## src/rtl/mem_access_stage_pkg.sv

```systemverilog
// Shared pipeline constants for the MEM stage: access-size encodings, FSM states and widths.
package mem_access_stage_pkg;

  localparam int DATA_W     = 32;
  localparam int REG_ADDR_W = 6;

  typedef enum logic [1:0] {
    SIZE_BYTE = 2'b00,
    SIZE_HALF = 2'b01,
    SIZE_WORD = 2'b10,
    SIZE_RSVD = 2'b11
  } memSize_e;

  typedef enum logic {
    IDLE = 1'b0,
    WAIT = 1'b1
  } memState_e;

endpackage

```

## src/rtl/mem_access_stage_align.sv

```systemverilog
// mem_align_unit: big-endian store lane steering, byte enables, load extraction/extension
// and misalignment detection. Byte offset 0 is the most significant byte (data[31:24]).
module mem_align_unit
  import mem_access_stage_pkg::*;
(
  input  logic [1:0]        offset,
  input  logic [1:0]        size,
  input  logic              isSigned,
  input  logic [DATA_W-1:0] storeData,
  input  logic [DATA_W-1:0] rData,
  output logic [DATA_W-1:0] wData,
  output logic [0:3]        byteEn,
  output logic [DATA_W-1:0] loadData,
  output logic              misalign
);

  logic [7:0]  byteLane;
  logic [15:0] halfLane;

  always_comb begin
    byteLane = rData[7:0];
    case (offset)
      2'd0:    byteLane = rData[31:24];
      2'd1:    byteLane = rData[23:16];
      2'd2:    byteLane = rData[15:8];
      default: byteLane = rData[7:0];
    endcase
    halfLane = offset[1] ? rData[15:0] : rData[31:16];
  end

  // byteEn[0] enables the offset-0 lane, so the literals read left-to-right as offsets 0..3
  always_comb begin
    wData    = '0;
    byteEn   = '0;
    loadData = '0;
    misalign = 1'b0;
    case (size)
      SIZE_BYTE: begin
        wData = {4{storeData[7:0]}};
        case (offset)
          2'd0:    byteEn = 4'b1000;
          2'd1:    byteEn = 4'b0100;
          2'd2:    byteEn = 4'b0010;
          default: byteEn = 4'b0001;
        endcase
        loadData = {{24{isSigned & byteLane[7]}}, byteLane};
      end
      SIZE_HALF: begin
        misalign = offset[0];
        wData    = {2{storeData[15:0]}};
        byteEn   = offset[1] ? 4'b0011 : 4'b1100;
        loadData = {{16{isSigned & halfLane[15]}}, halfLane};
      end
      SIZE_WORD: begin
        misalign = |offset;
        wData    = storeData;
        byteEn   = 4'b1111;
        loadData = rData;
      end
      default: misalign = 1'b1;
    endcase
    if (misalign) byteEn = '0;
  end

endmodule

```

## src/rtl/mem_access_stage.sv

```systemverilog
// MEM pipeline stage: EX/MEM register, data-memory request FSM and MEM/WB outputs.
// Optional access timeout is enabled with MEM_TIMEOUT_EN (adds MemTimeout port).
//
// state | meaning
// IDLE  | no access outstanding; a fresh latched load/store is issued combinationally
// WAIT  | access issued, waiting for DMemAck; request held stable, MemStall asserted
module mem_access_stage
  import mem_access_stage_pkg::*;
#(
  parameter int ADDR_W = 32
`ifdef MEM_TIMEOUT_EN
  , parameter int TIMEOUT_CYCLES = 16
`endif
) (
  input  logic                  clk,
  input  logic                  reset,
  input  logic                  stall,
  input  logic [DATA_W-1:0]     NextALUOut,
  input  logic [DATA_W-1:0]     NextStoreData,
  input  logic                  NextMemRead,
  input  logic                  NextMemWrite,
  input  logic [1:0]            NextMemSize,
  input  logic                  NextMemSigned,
  input  logic [DATA_W-1:0]     NextFPUOut,
  input  logic [DATA_W-1:0]     NextPCPlusFour,
  input  logic [5:0]            NextOpcode,
  input  logic [5:0]            NextFunct,
  input  logic [15:0]           NextImmediate,
  input  logic [1:0]            NextDInSrc,
  input  logic                  NextRegWE,
  input  logic [REG_ADDR_W-1:0] NextRegWAddr,
  output logic [ADDR_W-1:0]     DMemAddr,
  output logic [DATA_W-1:0]     DMemWData,
  output logic [0:3]            DMemByteEn,
  output logic                  DMemRE,
  output logic                  DMemWE,
  input  logic                  DMemAck,
  input  logic [DATA_W-1:0]     DMemRData,
  output logic [DATA_W-1:0]     WbALUOut,
  output logic [DATA_W-1:0]     WbFPUOut,
  output logic [DATA_W-1:0]     WbMEMDout,
  output logic [DATA_W-1:0]     WbPCPlusFour,
  output logic [5:0]            WbOpcode,
  output logic [5:0]            WbFunct,
  output logic [15:0]           WbImmediate,
  output logic [1:0]            WbDInSrc,
  output logic                  WbRegWE,
  output logic [REG_ADDR_W-1:0] WbRegWAddr,
  output logic                  MemStall,
  output logic                  MisalignFault
`ifdef MEM_TIMEOUT_EN
  , output logic                MemTimeout
`endif
);

  logic [DATA_W-1:0]     exALUOut, exStoreData, exFPUOut, exPCPlusFour;
  logic                  exMemRead, exMemWrite, exMemSigned, exRegWE;
  logic [1:0]            exMemSize, exDInSrc;
  logic [5:0]            exOpcode, exFunct;
  logic [15:0]           exImmediate;
  logic [REG_ADDR_W-1:0] exRegWAddr;

  memState_e         state, nextState;
  logic              accDone, faultSeen;
  logic [DATA_W-1:0] loadDataQ;

  logic              isLoad, isStore, pending, loadEn;
  logic              accessDone, timeoutNow;
  logic [DATA_W-1:0] alignWData, alignLoad;
  logic [0:3]        alignByteEn;
  logic              misalign;

  // A store wins when both read and write are flagged.
  assign isStore = exMemWrite;
  assign isLoad  = exMemRead & ~exMemWrite;
  // accDone keeps a held instruction from re-issuing or re-faulting while stalled.
  assign pending = (exMemRead | exMemWrite) & ~accDone;
  assign loadEn  = ~stall & ~MemStall;

  mem_align_unit u_align (
    .offset    (exALUOut[1:0]),
    .size      (exMemSize),
    .isSigned  (exMemSigned),
    .storeData (exStoreData),
    .rData     (DMemRData),
    .wData     (alignWData),
    .byteEn    (alignByteEn),
    .loadData  (alignLoad),
    .misalign  (misalign)
  );

`ifdef MEM_TIMEOUT_EN
  localparam int CNT_W = $clog2(TIMEOUT_CYCLES + 1);
  localparam logic [CNT_W-1:0] TO_LOAD = CNT_W'(TIMEOUT_CYCLES - 1);

  logic [CNT_W-1:0] toCnt;
  logic             toTerminal;

  assign toTerminal = (toCnt == '0);
  assign MemTimeout = timeoutNow;

  always_ff @(posedge clk or posedge reset) begin
    if (reset)
      toCnt <= '0;
    else if (state == IDLE && nextState == WAIT)
      toCnt <= TO_LOAD;
    else if (state == WAIT && nextState == WAIT)
      toCnt <= toCnt - 1'b1;
    else
      toCnt <= '0;
  end
`endif

  always_comb begin
    nextState     = state;
    DMemRE        = 1'b0;
    DMemWE        = 1'b0;
    MemStall      = 1'b0;
    MisalignFault = 1'b0;
    accessDone    = 1'b0;
    timeoutNow    = 1'b0;
    case (state)
      IDLE: begin
        if (pending) begin
          if (misalign) begin
            MisalignFault = 1'b1;
          end else begin
            DMemRE = isLoad;
            DMemWE = isStore;
            if (DMemAck) begin
              accessDone = 1'b1;
            end else begin
              MemStall  = 1'b1;
              nextState = WAIT;
            end
          end
        end
      end
      WAIT: begin
        if (DMemAck) begin
          DMemRE     = isLoad;
          DMemWE     = isStore;
          accessDone = 1'b1;
          nextState  = IDLE;
`ifdef MEM_TIMEOUT_EN
        end else if (toTerminal) begin
          timeoutNow = 1'b1;
          nextState  = IDLE;
`endif
        end else begin
          DMemRE   = isLoad;
          DMemWE   = isStore;
          MemStall = 1'b1;
        end
      end
    endcase
  end

  always_ff @(posedge clk or posedge reset) begin
    if (reset) begin
      state        <= IDLE;
      exALUOut     <= '0;
      exStoreData  <= '0;
      exMemRead    <= 1'b0;
      exMemWrite   <= 1'b0;
      exMemSize    <= '0;
      exMemSigned  <= 1'b0;
      exFPUOut     <= '0;
      exPCPlusFour <= '0;
      exOpcode     <= '0;
      exFunct      <= '0;
      exImmediate  <= '0;
      exDInSrc     <= '0;
      exRegWE      <= 1'b0;
      exRegWAddr   <= '0;
      accDone      <= 1'b0;
      faultSeen    <= 1'b0;
      loadDataQ    <= '0;
    end else begin
      state <= nextState;
      if (loadEn) begin
        exALUOut     <= NextALUOut;
        exStoreData  <= NextStoreData;
        exMemRead    <= NextMemRead;
        exMemWrite   <= NextMemWrite;
        exMemSize    <= NextMemSize;
        exMemSigned  <= NextMemSigned;
        exFPUOut     <= NextFPUOut;
        exPCPlusFour <= NextPCPlusFour;
        exOpcode     <= NextOpcode;
        exFunct      <= NextFunct;
        exImmediate  <= NextImmediate;
        exDInSrc     <= NextDInSrc;
        exRegWE      <= NextRegWE;
        exRegWAddr   <= NextRegWAddr;
        accDone      <= 1'b0;
        faultSeen    <= 1'b0;
        loadDataQ    <= '0;
      end else begin
        if (accessDone) begin
          accDone <= 1'b1;
          if (isLoad) loadDataQ <= alignLoad;
        end
        if (MisalignFault | timeoutNow) begin
          accDone   <= 1'b1;
          faultSeen <= 1'b1;
        end
      end
    end
  end

  assign DMemAddr   = {exALUOut[ADDR_W-1:2], 2'b00};
  assign DMemWData  = alignWData;
  assign DMemByteEn = (DMemRE | DMemWE) ? alignByteEn : '0;

  assign WbALUOut     = exALUOut;
  assign WbFPUOut     = exFPUOut;
  assign WbPCPlusFour = exPCPlusFour;
  assign WbOpcode     = exOpcode;
  assign WbFunct      = exFunct;
  assign WbImmediate  = exImmediate;
  assign WbDInSrc     = exDInSrc;
  assign WbRegWAddr   = exRegWAddr;
  assign WbMEMDout    = (accessDone & isLoad) ? alignLoad : loadDataQ;
  assign WbRegWE      = exRegWE & ~MemStall & ~faultSeen & ~MisalignFault & ~timeoutNow;

endmodule

```

## config.mk

```make
export PLATFORM = sky130hd
export DESIGN_NAME = mem_access_stage
export DESIGN_NICKNAME = d
export VERILOG_FILES = /design/src/rtl/mem_access_stage_pkg.sv /design/src/rtl/mem_access_stage_align.sv /design/src/rtl/mem_access_stage.sv
export SDC_FILE = /design/constraint.sdc
export NUM_CORES = 1
export LEC_CHECK = 0
export CORE_AREA = 2 2 171 173
export CTS_CLUSTER_DIAMETER = 120
export CTS_CLUSTER_SIZE = 20
export DETAILED_ROUTE_END_ITERATION = 16
export DIE_AREA = 0 0 173 175
export PLACE_DENSITY = 0.66
export SYNTH_ARGS = -nofsm -noshare
export SYNTH_HDL_FRONTEND = slang
export SYNTH_SLANG_ARGS = --single-unit
```

## constraint.sdc

```tcl
create_clock -name clk -period 9.35 [get_ports clk]
set_input_delay 1.87 -clock clk [delete_from_list [all_inputs] [get_ports clk]]
set_output_delay 1.87 -clock clk [all_outputs]
set_load 0.02 [all_outputs]
```

==> results.yml <==
die:
  die_w_um: 173
  dieArea_um2: 30280
  fp.coreArea_um2: 28390
  die_height_um: 175
  io_pins: 443
  start_util_pct: 32.13
  rows: 62
yosys:
  synth_cells: 709
  synth_top_area_cell: "dfrtp_1"
  yosysSeqAreaShare_pct: 56.23
  syn_area_um2: 9124
  asyncSetResetFlopFracSynth_pct: 100.0
  syn_area_per_cell_um2: 12.87
  synthMuxAreaShare_pct: 22.56
  synth_top_cell_area_share_pct: 56.23
  yosysWarnings: 0
  yosysUniqueCellTypes: 40
  yosys-top-cells-area: "dfrtp_1 (56%), mux2_1 (22%), buf_4 (2.9%)"
  synth_compound_area_share_pct: 9.216
  synth-simple-area-share_pct: 6.651
  synth_xor_area_share_pct: 0
  synth-edff-count: 0
  synth_top_family_by_area: "multiplexers"
  synth_flop_cell: "dfrtp_1"
  synthAdderAreaFrac_pct: 0
  ys_ff_latch: 205
placed_design:
  dpl.cell_count: 1462
  port_buffers: 440
  gp_congestion: 0.8922
  hpwl_mm: 22.16
  dpl_cell_area_um2: 13620
clock_network:
  htreeDepth: 1
  clockBufferDepth: 3
  ctsHoldBuffers: 0
  cts_made_buffers: 14
  cts_tree: "built"
  cts_sinks: 205
  clk_pin_slew_worst_paths_ns: 0.08
  clk_latency_ns: 0.48
  root_buffer: "clkbuf_16"
  postCtsSetupBuffers: 0
  ctsResizeCount: 0
timing:
  finalSetupTns_ns: 0
  finalSetupViolations: 0
  relSlewSlack_pct: 17.86
  rsz0062_at_grt: "false"
  fin_crit_sh_pct: 68.69
  worst_pin_slew_ns: 1.228
  fin_crit_ns: 6.422
  hold_violations: 0
  drv_slew: 0
  fmax_mhz: 155.7
  fin_skew_ns: 0.02435
critical_path:
  crit_top_cell: "clkdlybuf4s50_1"
  rrSetupSlack_ns: 6.05
  cp.required_ns: 7.48
  cp-start-kind: "input port"
  cp_max_fo: 16
  cpMaxStageDelayCell: "mux2i_1"
  reg2reg_from: "WbALUOut[1]"
  r2r-end: "exStoreData[30]"
  rr_worst_depth: 6
  cp_num_buf_inv: 2
  cp_slowest_stage_delay_ns: 0.89
  crit_chain: "clkdlybuf4s50_1 -> mux2_2 -> mux2i_1 -> o21ai_0 -> a22o_1 -> clkdlybuf4s50_1"
  crit_type: "in2out"
  end_kind: "output pin"
  critical-path-top-delay-family: "multiplexers"
  arrival_ns: 4.55
grt:
  grt_pass1_vias: 7373
  grt_usage_pct: 19.09
  gr-total-overflow: 0
  grt_start_max_net_pins: 165
  antenna_found_initial: 2
  grt_pass1_wl_mm: 45.10
power:
  p_total_w: 0.003249
  max-vdd-ir-drop_uv: 159.3
  power_leakage_nw: 5.684
  powerDensity_nw_per_um2: 231.9
job:
  drv_cap: 0
hold_path:
  hp-class: "reg2reg"
  whs_path_depth: 1
  hold_path_end: "exRegWE"
  worstHoldStart: "exRegWE"
cells_and_area:
  insertedDiodeCount: 0
  area_delta_synth_final_pct: 53.55
  fin_area_um2: 14010
  drive_above_1_share_pct: 3.108
  final_net_count: 1300
  final_util_pct: 49.34
  fin_cells: 1478
routing:
  wirelength_mm: 29.90
  drc: 0
  vias: 7079
  routed_via_density: 4.790
  postRouteAntennaNets: 0
  wl_per_cell_um: 20.23
  first_pass_iters: 5
  drtIter0Drc: 435
status:
  status: "finished clean"
[synthesized netlist by cell type (3+ instances only)]
master / n
a211oi_1: 8
a21o_1: 8
a21oi_1: 28
a221o_1: 7
a222oi_1: 7
a22o_1: 24
and2_1: 33
buf_2: 21
buf_4: 35
clkbuf_1: 19
dfrtp_1: 205
inv_1: 4
mux2_1: 175
mux2_2: 4
nand2_1: 26
nand2b_1: 3
nor2_1: 22
nor2b_1: 13
nor3_1: 3
o21ai_0: 32
o21ai_1: 5
or2_1: 3
[kinds of logic after synthesis]
family                 after synthesis
muxes                              182
other                                1
DFF                                205
and+or+nand+nor                    114
AOI/OAI and AO/OA                  124
buffers and inverters               83
[report_power, final]
| group | total, W | switching (W) | internal [W] |
|---|---|---|---|
| Clock | 0.000610 | 0.000319 | 0.000291 |
| Sequential | 0.00119 | 0.000120 | 0.00107 |
| Combinational | 0.00144 | 0.000748 | 0.000697 |
| Total | 0.00325 | 0.00119 | 0.00206 |
[worst register-to-register path, cell delays in order, from the launching register on]
cell	delay, ns
dfrtp_1	0.84
o21ai_1	0.22
a41oi_2	0.32
nor2_2	0.13
nor2_4	0.39
buf_12	0.61
mux2_1	0.69
[stage by stage]
step	hold slack, ns	setup slack (ns)
after floorplan	0.4492	1.884
final	0.4847	2.928
after detailed placement	0.4737	2.940
after global placement	0.4668	3.085
after global routing	0.5042	2.803
after CTS	0.4895	2.929
[per-layer routing]
layer  vias up  track usage (%)  routed length (um)  part of all wire [%]
li1       3243                -                   -                     -
met1      3464            22.64               11750                    39
met2       339            33.35               14730                    49
met3        31            6.832                2879                   9.6
met4         2            3.990                 526                   1.8
met5         -                0                  12                 0.040
[final cells by class]
type | instances | area, um2
multi-input combinational | 422 | 3516
fill | 2552 | 14380
clock buffer | 15 | 375.4
tap | 384 | 480.5
sequential | 205 | 5130
clock inverter | 1 | 16.27
timing repair buffer | 447 | 4469
inverter | 4 | 22.52
[cells in the final DEF (no fill, tap or decap), drive strengths merged]
cell type / Yosys / layout
clkbuf: 19 / 15
conb: 1 / 2
nand3b: 1 / 1
dfrtp: 205 / 205
o22ai: 1 / 1
a222oi: 7 / 7
mux2i: 2 / 2
nor2: 24 / 24
nand2: 26 / 26
a41oi: 1 / 1
and3: 1 / 1
nand2b: 3 / 3
nor3: 3 / 3
or2: 3 / 3
nor4b: 1 / 1
nor4: 2 / 2
a22o: 24 / 24
a22oi: 1 / 1
a221o: 7 / 7
a21oi: 28 / 28
mux2: 179 / 179
inv: 4 / 5
nor3b: 3 / 3
and2: 33 / 33
o211ai: 2 / 2
buf: 60 / 7
a21o: 8 / 8
mux4: 1 / 1
o21ai: 37 / 37
nor2b: 13 / 13
clkdlybuf4s50: 0 / 440
a211oi: 8 / 8
nand4: 1 / 1
[sequential cells by signal, summed over array words and instances (netlist names)]
register and count:
WbALUOut 32, WbFPUOut 32, WbPCPlusFour 32, exStoreData 32, loadDataQ 32, WbImmediate 16
WbFunct 6, WbOpcode 6, WbRegWAddr 6, WbDInSrc 2, exMemSize 2, accDone 1
exMemRead 1, exMemSigned 1, exMemWrite 1, exRegWE 1, faultSeen 1, state 1
[how the worst max path moves through the flow]
stage,from,end,slack [ns],depth (start not counted)
after floorplan,reset,WbALUOut[0],1.88,1
after global placement,DMemRData[31],WbMEMDout[30],3.09,6
after detailed placement,DMemRData[31],WbMEMDout[27],2.94,6
after CTS,DMemRData[31],WbMEMDout[27],2.93,6
after global routing,DMemAck,WbMEMDout[6],2.80,6
final,DMemRData[31],WbMEMDout[27],2.93,6
(Power assumes the default switching activity.)
